## src/rtl/status_led_ctrl.sv

```systemverilog
`default_nettype none
// =====================================================================
// status_led_ctrl : per-channel link-speed / activity status LED driver
// Rev 1.0 - initial release
// =====================================================================
module status_led_ctrl #(
   parameter int CH_COUNT       = 4,
   parameter int FLASH_BIT      = 25,
   parameter int ACT_FLASH_BIT  = 22,
   parameter int ACT_STRETCH    = 5_000_000,
   parameter int PWM_FULL       = 2000,
   parameter int BREATH_HOLD    = 4,
   parameter bit LED_ACTIVE_LOW = 1'b1
) (
   input  logic                  sys_clk,
   input  logic                  sys_reset_n,
   input  logic [2*CH_COUNT-1:0] link_st,
   input  logic [CH_COUNT-1:0]   activity,
   input  logic                  lamp_test,
   output logic [CH_COUNT-1:0]   led_out
);

   localparam int c_PWM_W  = $clog2(PWM_FULL + 1);
   localparam int c_HOLD_W = (BREATH_HOLD > 1) ? $clog2(BREATH_HOLD) : 1;
   localparam int c_STR_W  = $clog2(ACT_STRETCH + 1);

   localparam logic [c_PWM_W-1:0]  c_PWM_LAST  = c_PWM_W'(PWM_FULL - 1);
   localparam logic [c_PWM_W-1:0]  c_DUTY_TOP  = c_PWM_W'(PWM_FULL);
   localparam logic [c_HOLD_W-1:0] c_HOLD_LAST = c_HOLD_W'(BREATH_HOLD - 1);
   localparam logic [c_STR_W-1:0]  c_STR_LOAD  = c_STR_W'(ACT_STRETCH - 1);

   typedef enum logic [0:0] {
      ST_IDLE    = 1'b0,
      ST_STRETCH = 1'b1
   } ch_state_t;

   logic [FLASH_BIT:0]    r_flash_cnt;
   logic [c_PWM_W-1:0]    r_pwm_cnt;
   logic [c_PWM_W-1:0]    r_duty;
   logic                  r_duty_falling;
   logic [c_HOLD_W-1:0]   r_hold_cnt;
   logic                  w_pwm_wrap;
   logic                  w_duty_step;
   logic                  w_breath;
   logic [CH_COUNT-1:0]   w_lit;

   assign w_pwm_wrap  = (r_pwm_cnt == c_PWM_LAST);
   assign w_duty_step = w_pwm_wrap && (r_hold_cnt == c_HOLD_LAST);
   assign w_breath    = (r_pwm_cnt < r_duty);

   // Shared timebase: flash counter, PWM period and triangle duty ramp
   always_ff @(posedge sys_clk or negedge sys_reset_n) begin
      if (!sys_reset_n) begin
         r_flash_cnt    <= '0;
         r_pwm_cnt      <= '0;
         r_duty         <= '0;
         r_duty_falling <= 1'b0;
         r_hold_cnt     <= '0;
      end else begin
         r_flash_cnt <= r_flash_cnt + 1'b1;
         if (w_pwm_wrap) begin
            r_pwm_cnt  <= '0;
            r_hold_cnt <= w_duty_step ? '0 : r_hold_cnt + 1'b1;
         end else begin
            r_pwm_cnt  <= r_pwm_cnt + 1'b1;
         end
         if (w_duty_step) begin
            if (!r_duty_falling) begin
               if (r_duty == c_DUTY_TOP) begin
                  r_duty_falling <= 1'b1;
                  r_duty         <= r_duty - 1'b1;
               end else begin
                  r_duty         <= r_duty + 1'b1;
               end
            end else begin
               if (r_duty == '0) begin
                  r_duty_falling <= 1'b0;
                  r_duty         <= r_duty + 1'b1;
               end else begin
                  r_duty         <= r_duty - 1'b1;
               end
            end
         end
      end
   end

   for (genvar ch = 0; ch < CH_COUNT; ch++) begin : g_ch
      ch_state_t          r_state;
      logic [c_STR_W-1:0] r_str_cnt;
      logic [1:0]         w_link;

      assign w_link = link_st[2*ch +: 2];

      // Link loss wins over any activity pulse in the same clock
      always_ff @(posedge sys_clk or negedge sys_reset_n) begin
         if (!sys_reset_n) begin
            r_state   <= ST_IDLE;
            r_str_cnt <= '0;
         end else if (w_link == 2'b00) begin
            r_state   <= ST_IDLE;
            r_str_cnt <= '0;
         end else begin
            case (r_state)
               ST_IDLE: begin
                  if (activity[ch]) begin
                     r_state   <= ST_STRETCH;
                     r_str_cnt <= c_STR_LOAD;
                  end
               end
               ST_STRETCH: begin
                  if (activity[ch]) begin
                     r_str_cnt <= c_STR_LOAD;
                  end else if (r_str_cnt == '0) begin
                     r_state   <= ST_IDLE;
                  end else begin
                     r_str_cnt <= r_str_cnt - 1'b1;
                  end
               end
               default: begin
                  r_state   <= ST_IDLE;
                  r_str_cnt <= '0;
               end
            endcase
         end
      end

      assign w_lit[ch] = lamp_test                ? 1'b1 :
                         (w_link == 2'b00)        ? 1'b0 :
                         (r_state == ST_STRETCH)  ? r_flash_cnt[ACT_FLASH_BIT] :
                         (w_link == 2'b10)        ? 1'b1 :
                         (w_link == 2'b01)        ? w_breath :
                                                    r_flash_cnt[FLASH_BIT];
   end

   always_ff @(posedge sys_clk or negedge sys_reset_n) begin
      if (!sys_reset_n) begin
         led_out <= {CH_COUNT{LED_ACTIVE_LOW}};
      end else begin
         led_out <= w_lit ^ {CH_COUNT{LED_ACTIVE_LOW}};
      end
   end

endmodule
`default_nettype wire

```

## config.mk

```make
export PLATFORM = sky130hd
export DESIGN_NAME = status_led_ctrl
export DESIGN_NICKNAME = d
export VERILOG_FILES = /design/src/rtl/status_led_ctrl.sv
export SDC_FILE = /design/constraint.sdc
export NUM_CORES = 1
export LEC_CHECK = 0
export BUFFER_PORTS_ARGS = -buffer_cell sky130_fd_sc_hd__buf_4
export CELL_PAD_IN_SITES_DETAIL_PLACEMENT = 0
export CELL_PAD_IN_SITES_GLOBAL_PLACEMENT = 1
export CORE_MARGIN = 10
export CORE_UTILIZATION = 30
export DETAILED_ROUTE_END_ITERATION = 10
export GPL_TIMING_DRIVEN = 1
export MAX_ROUTING_LAYER = met4
export PLACE_DENSITY = 0.55
export SKIP_CTS_REPAIR_TIMING = 1
export SYNTH_ARGS = -nofsm -noshare
export SYNTH_HDL_FRONTEND = slang
export SYNTH_SLANG_ARGS = --single-unit
```

## constraint.sdc

```tcl
create_clock -name sys_clk -period 6.5 [get_ports sys_clk]
set_clock_uncertainty 0.15 [all_clocks]
set_input_delay 0 -clock sys_clk [delete_from_list [all_inputs] [get_ports sys_clk]]
set_output_delay 0 -clock sys_clk [all_outputs]
set_load 0.005 [all_outputs]
```

==> impl_metrics.env, run 1 <==
export IMPL_placed_area_um2=8610
export IMPL_design_final_nets=900
export IMPL_setup_crit_start_kind="flip-flop"
export IMPL_drc_errors=0
export IMPL_ioPinCount=19
export IMPL_cellPowerDensity_nw_per_um2=240
export IMPL_worst_slack_ns=3.26
export IMPL_post_route_period_util_pct=49.9
export IMPL_numPortBuffers=18
export IMPL_timing_setup_critical_path_class="flip-flop to flip-flop"
export IMPL_drt_initial_drc_count=565
export IMPL_grt_antenna_before_repair=0
export IMPL_routedWlPerCell_um=15.6
export IMPL_synth_seq_area_share_pct=46.5
export IMPL_ys_seq_elements=151
export IMPL_grt_pass1_wl_mm=32.2
export IMPL_wirelength_mm=19.0
export IMPL_groute_usage_overall_pct=11.8
export IMPL_first_pass_iters=5
export IMPL_grt_start_max_net_pins=88
export IMPL_synthCells=835
export IMPL_synth_enable_flop_cells=0
export IMPL_die_area_um2=34100
export IMPL_p_total_mw=2.26
export IMPL_path_max_fanout=10
export IMPL_root_buffer="sky130_fd_sc_hd__clkbuf_16"
export IMPL_worst_endpoint_required_ns=6.65
export IMPL_post_synth_top_area_cell="sky130_fd_sc_hd__dfrtp_1"
export IMPL_setup_viol=0
export IMPL_share_of_cells_above_drive_strength_1_pct=8.65
export IMPL_violations="negative hold slack"
export IMPL_cts_reportedPaths_clkPinSlew_ns=0.06
export IMPL_power_leakage_nw=3.75
export IMPL_tightest_slew_ns=1.10
export IMPL_synthDistinctLibCells=63
export IMPL_status="finished with violations"
export IMPL_synth_warnings=0
export IMPL_report_final_hold_viol_count=7
export IMPL_most_frequently_used_flop_master_after_synthesis="sky130_fd_sc_hd__dfrtp_1"
export IMPL_routed_via_density=5.21
export IMPL_detailed_place_hpwl_mm=12.7
export IMPL_cts_sinks=151
export IMPL_cts_max_level=4
export IMPL_postSynthNetCount=869
export IMPL_worst_endpoint_data_arrival_time_ns=3.39
export IMPL_setup_worst_path_end_class="flip-flop"
export IMPL_final_period_minus_worst_setup_slack_ns=3.24
export IMPL_number_of_cts_inserted_buffers=17
export IMPL_timing_max_slew_rel_slack_pct=26.6
export IMPL_highest_clock_rate_ghz=0.308
export IMPL_grt_setup_unrepaired="false"
export IMPL_min_path_type="input port to flip-flop"
export IMPL_insertion_delay_of_the_later_clocked_pin_in_the_worst_skew_pair_ns=0.42
export IMPL_most_frequent_cell_after_synthesis="sky130_fd_sc_hd__dfrtp_1"
export IMPL_syn_mean_instance_area_um2=9.75
export IMPL_synthTopCellsByArea="sky130_fd_sc_hd__dfrtp_1 45%, sky130_fd_sc_hd__xnor2_1 5.7%, sky130_fd_sc_hd__xor2_1 3.9%"
export IMPL_initial_core_util_pct=30.4
export IMPL_cts_tree="yes"
export IMPL_grt_pass1_vias=6169
export IMPL_num_antenna_cells=0
export IMPL_max_vdd_ir_drop_uv=144
export IMPL_cts_root_to_sink_buffers=2
export IMPL_placeableCoreArea_um2=26800
export IMPL_max_cap_violations=0
export IMPL_synth_async_reset_ratio_pct=100
export IMPL_timing_setup_tns_ns=0
export IMPL_grt_overflow=0
export IMPL_area_growth_synth_to_final_pct=15.7
export IMPL_routed_via_count=6359
export IMPL_mappedNetlistArea_um2=8150
export IMPL_synth_top_area_share_pct=45.2
export IMPL_fp_dieH_um=185
export IMPL_hold_worst_slack_ns=-0.0366
export IMPL_reg2regPathDepth=8
export IMPL_timing_hold_worst_path_depth=3
export IMPL_chipWidth_um=185
export IMPL_layout_cell_area_non_filler_um2=9420
export IMPL_placementRows=60
export IMPL_timing_max_transition_violations_final=0
export IMPL_detailedPlace_worstSlack_ns=3.63
export IMPL_place_congestion=0.764
export IMPL_drt_antenna_violating_nets=0
export IMPL_yosys_top_cells_count="147 x sky130_fd_sc_hd__dfrtp_1, 82 x sky130_fd_sc_hd__nor2_1, 56 x sky130_fd_sc_hd__a21oi_1"
==> state kept, by name, indices dropped and copies added, names as in the netlist <==
name and cells:
g_ch.r_str_cnt 92, r_flash_cnt 26, r_duty 11, r_pwm_cnt 11, g_ch.r_state 4, led_out 4, r_hold_cnt 2, r_duty_falling 1
==> logic make-up after synthesis <==
group	count (synthesis)	synth area share, %
AOI/OAI and AO/OA	178	14.7
xor gates and xnor gates	89	9.57
adders and majority gates	19	2.92
buffers and inverters	63	3.00
DFF	151	46.5
muxes	6	0.768
and+or+nand+nor	329	22.6
==> layout by cell type (no fill, tap or decap), drive strengths merged, types with 17 or more instances in the layout <==
cell type / count
dlygate4sd3: 20
xnor2: 53
a21oi: 56
xor2: 36
inv: 39
dfrtp: 147
nand2: 37
or3: 24
buf: 19
ha: 19
clkbuf: 19
nand3: 32
o21ai: 22
a31oi: 22
nor3: 24
or4: 31
nor4: 19
nor2: 82
nand4: 17
==> critical path, cell delays in order, from the launching register on <==
cell	delay [ns]
sky130_fd_sc_hd__dfrtp_1	0.40
sky130_fd_sc_hd__inv_1	0.08
sky130_fd_sc_hd__ha_1	0.19
sky130_fd_sc_hd__nor3b_1	0.46
sky130_fd_sc_hd__nand3_1	0.29
sky130_fd_sc_hd__o21ai_1	0.59
sky130_fd_sc_hd__nor4_1	0.11
sky130_fd_sc_hd__o31a_1	0.30
sky130_fd_sc_hd__dlygate4sd3_1	0.55
==> through the flow <==
stage          hold slack (ns)  util [%]  cells
2_1_floorplan           -0.446         -    835
3_3_place_gp            0.0105      32.1   1168
3_5_place_dp           0.00421      32.1   1168
4_1_cts                 -0.457      34.4   1200
5_1_grt                0.00306      35.2   1220
6_report               -0.0366      35.2   1220
==> power breakdown <==
part / internal, mW / leakage [nW] / switching, mW
clock network: 0.620 / 0.291 / 0.415
registers: 0.981 / 1.91 / 0.0488
logic: 0.0788 / 1.55 / 0.116
==> final timing paths <==
kind / startpoint / endpoint / slack, ns
max in group asynchronous: sys_reset_n / g_ch[1].r_str_cnt[14] / 4.78
worst min-delay path: link_st[5] / g_ch[2].r_str_cnt[22] / -0.04
min in group asynchronous: sys_reset_n / g_ch[0].r_str_cnt[5] / 0.04
worst max-delay path: g_ch[3].r_str_cnt[0] / g_ch[3].r_str_cnt[5] / 3.26
worst max register to register: g_ch[3].r_str_cnt[0] / g_ch[3].r_str_cnt[5] / 3.26
worst min register to register: r_flash_cnt[19] / r_flash_cnt[19] / 0.31
==> cell type report <==
cell class | count | area [µm²]
Fill cell | 2689 | 17400
Multi-Input combinational cell | 621 | 4120
Sequential cell | 151 | 3780
Clock buffer | 19 | 443
Tap cell | 341 | 427
Timing Repair Buffer | 39 | 347
Clock inverter | 13 | 170
Inverter | 36 | 135
==> metal layers <==
metal | vias to the layer above | share of wire, % | track usage [%]
li1 | 3182 | - | -
met1 | 3077 | 51 | 15.9
met2 | 88 | 45 | 17.5
met3 | 12 | 3.3 | 2.63
met4 | 0 | 1.3 | 3.61
met5 | - | 0 | -
Power figures use the tool's default switching activity.
==> run 2, diff against run 1 <==
PLACE_DENSITY = 0.57   (was 0.55)
clock period = 2.6 ns   (was 6.5 ns; I/O delays follow)
==> run 2 against run 1 <==
The run now ends clean. Global-route usage increased by 0.22 points. Non-clock buffer count rose by 59. Core utilization rose by 1.8 points. Largest cell class unchanged. First-iteration DRC count shrank 31%. Flip-flop and latch count is the same.
==> impl_metrics.env, run 2 (synthesis results as in run 1) <==
export IMPL_hp_start="activity[0]"
export IMPL_grt_use_met3_pct=2.14
export IMPL_drt_initial_drc_count=392
export IMPL_cts_tree="yes"
export IMPL_critical_path_cell_chain="inv_1 > ha_1 > or3b_2 > or4_4 > buf_4 > o2111ai_2 > xor2_1 > nor2_1"
export IMPL_grt_pass1_vias=6456
export IMPL_insertion_delay_of_the_later_clocked_pin_in_the_worst_skew_pair_ns=0.42
export IMPL_first_pass_iters=4
export IMPL_report_final_hold_viol_count=0
export IMPL_numPortBuffers=18
export IMPL_share_of_cells_above_drive_strength_1_pct=15.5
export IMPL_chipWidth_um=185
export IMPL_globalRouteMet1Util_pct=16.1
export IMPL_ioPinCount=19
export IMPL_power_leakage_nw=4.03
export IMPL_setup_crit_start_kind="flip-flop"
export IMPL_max_cap_violations=0
export IMPL_crit_slowest_cell="sky130_fd_sc_hd__or4_4"
export IMPL_worst_endpoint_required_ns=2.74
export IMPL_cts_reportedPaths_clkPinSlew_ns=0.06
export IMPL_timing_hold_worst_path_depth=4
export IMPL_worstHoldEndpoint="g_ch[0].r_str_cnt[22]"
export IMPL_wirelength_mm=19.4
export IMPL_max_vdd_ir_drop_uv=373
export IMPL_groute_usage_overall_pct=12.1
export IMPL_initial_core_util_pct=30.4
export IMPL_final_cells=1278
export IMPL_routedWlPerCell_um=15.1
export IMPL_cellPowerDensity_nw_per_um2=561
export IMPL_worst_endpoint_data_arrival_time_ns=2.67
export IMPL_largest_register="g_ch.r_str_cnt"
export IMPL_cts_sinks=151
export IMPL_area_growth_synth_to_final_pct=21.5
export IMPL_place_congestion=0.777
export IMPL_r2r_slack_ns=0.07
export IMPL_timing_setup_critical_path_class="flip-flop to flip-flop"
export IMPL_critical_path_reg2reg_endpoint="g_ch[1].r_str_cnt[21]"
export IMPL_cts_max_level=4
export IMPL_timing_max_transition_violations_final=0
export IMPL_gr_max_usage_layer="met2"
export IMPL_timing_max_slew_rel_slack_pct=63.6
export IMPL_highest_clock_rate_ghz=0.395
export IMPL_num_antenna_cells=0
export IMPL_grt_overflow=0
export IMPL_post_route_period_util_pct=97.4
export IMPL_met2_usage_pct=18.3
export IMPL_numPlacedInstances=1227
export IMPL_setup_worst_path_end_class="flip-flop"
export IMPL_routed_via_count=6518
export IMPL_grt_setup_unrepaired="true"
export IMPL_critical_path_top_delay_family="simple AND/OR/NAND/NOR gates"
export IMPL_most_common_cell_after_layout_fill_and_taps_aside="sky130_fd_sc_hd__dfrtp_1"
export IMPL_reg2regPathDepth=8
export IMPL_fp_dieH_um=185
export IMPL_die_area_um2=34100
export IMPL_placementRows=60
export IMPL_cts_root_to_sink_buffers=2
export IMPL_drt_antenna_violating_nets=0
export IMPL_setup_viol=0
export IMPL_path_max_fanout=10
export IMPL_design_final_nets=959
export IMPL_status="finished, final reports clean"
export IMPL_cpPeakStageDelay_ns=0.61
export IMPL_min_path_type="input port to flip-flop"
export IMPL_routed_via_density=5.10
export IMPL_tightest_slew_ns=0.532
export IMPL_grt_start_max_net_pins=64
export IMPL_largest_register_ffs=92
export IMPL_most_used_cells_in_the_layout_excluding_fill_and_tap_cells="147 x sky130_fd_sc_hd__dfrtp_1, 81 x sky130_fd_sc_hd__nor2_1, 76 x sky130_fd_sc_hd__buf_4"
export IMPL_root_buffer="sky130_fd_sc_hd__clkbuf_16"
export IMPL_grt_pass1_wl_mm=32.9
export IMPL_rr_startpoint="g_ch[1].r_str_cnt[0]"
export IMPL_detailed_place_hpwl_mm=13.4
export IMPL_number_of_cts_inserted_buffers=17
export IMPL_placeableCoreArea_um2=26800
export IMPL_layout_top_registers="g_ch.r_str_cnt (92), r_flash_cnt (26)"
export IMPL_final_period_minus_worst_setup_slack_ns=2.53
export IMPL_grt_antenna_before_repair=0
export IMPL_drc_errors=0
export IMPL_hold_worst_slack_ns=0.227
export IMPL_critical_path_buf_inv_count=2
[run 2: cell count changes in the layout (fill, tap and decap cells not counted), moves of 2 or more]
| cell | previous run | this run |
|---|---|---|
| sky130_fd_sc_hd__buf_4 | 18 | 76 |
| sky130_fd_sc_hd__inv_6 | 3 | 0 |
| sky130_fd_sc_hd__o2111ai_1 | 7 | 4 |
| sky130_fd_sc_hd__o2111ai_2 | 1 | 4 |
| sky130_fd_sc_hd__buf_12 | 0 | 2 |
| sky130_fd_sc_hd__clkinv_2 | 1 | 3 |
| sky130_fd_sc_hd__clkinvlp_4 | 3 | 5 |
[run 2: power by group]
part,switching [mW],internal [mW],leakage [nW],total (mW)
clock network,0.998,1.43,0.267,2.43
registers,0.100,2.45,1.91,2.55
logic,0.322,0.247,1.86,0.568
[run 2: worst reg2reg max path, cell delays in order, from the launching register on]
cell and delay, ns:
sky130_fd_sc_hd__dfrtp_1 0.38, sky130_fd_sc_hd__inv_1 0.06, sky130_fd_sc_hd__ha_1 0.16, sky130_fd_sc_hd__or3b_2 0.47, sky130_fd_sc_hd__or4_4 0.61, sky130_fd_sc_hd__buf_4 0.19
sky130_fd_sc_hd__o2111ai_2 0.17, sky130_fd_sc_hd__xor2_1 0.16, sky130_fd_sc_hd__nor2_1 0.05
[run 2: worst max path at each step]
stage                     cells after the start                     to  slack, ns            startpoint
after floorplan                               8   g_ch[1].r_str_cnt[5]       0.02  g_ch[1].r_str_cnt[0]
after global placement                        8  g_ch[1].r_str_cnt[21]       0.07  g_ch[1].r_str_cnt[0]
after detailed placement                      7   g_ch[1].r_str_cnt[5]       0.02  g_ch[1].r_str_cnt[0]
after CTS                                     7   g_ch[1].r_str_cnt[5]       0.01  g_ch[1].r_str_cnt[0]
after global routing                          8  g_ch[1].r_str_cnt[17]      -0.04  g_ch[1].r_str_cnt[0]
final                                         8  g_ch[1].r_str_cnt[21]       0.07  g_ch[1].r_str_cnt[0]
[run 2: metrics by stage]
stage / worst slack [ns] / instance area [µm²] / TNS [ns] / power, mW / util [%]
detailed placement: 0.0172 / 9060 / 0 / 3.14 / 33.8
floorplan: 0.0217 / 8150 / 0 / 2.89 / -
finish: 0.0683 / 9900 / 0 / 5.55 / 36.9
global route: -0.0388 / 9900 / -0.0741 / 5.84 / 36.9
CTS: 0.0100 / 9640 / 0 / 5.62 / 36.0
global placement: 0.0668 / 9060 / 0 / 3.14 / 33.8
[run 2: layout make-up]
| cell class | instances | area (µm²) |
|---|---|---|
| multi-input combinational | 621 | 4170 |
| tap | 341 | 427 |
| timing repair buffer | 98 | 812 |
| inverter | 36 | 135 |
| sequential | 151 | 3780 |
| fill | 2689 | 16900 |
| clock inverter | 12 | 130 |
| clock buffer | 19 | 443 |
[run 2: per-layer routing]
metal  vias up  share of wire, %
li1       3279                 -
met1      3177                51
met3        12               1.7
met4         0               1.1
met2        50                46
met5         -                 0
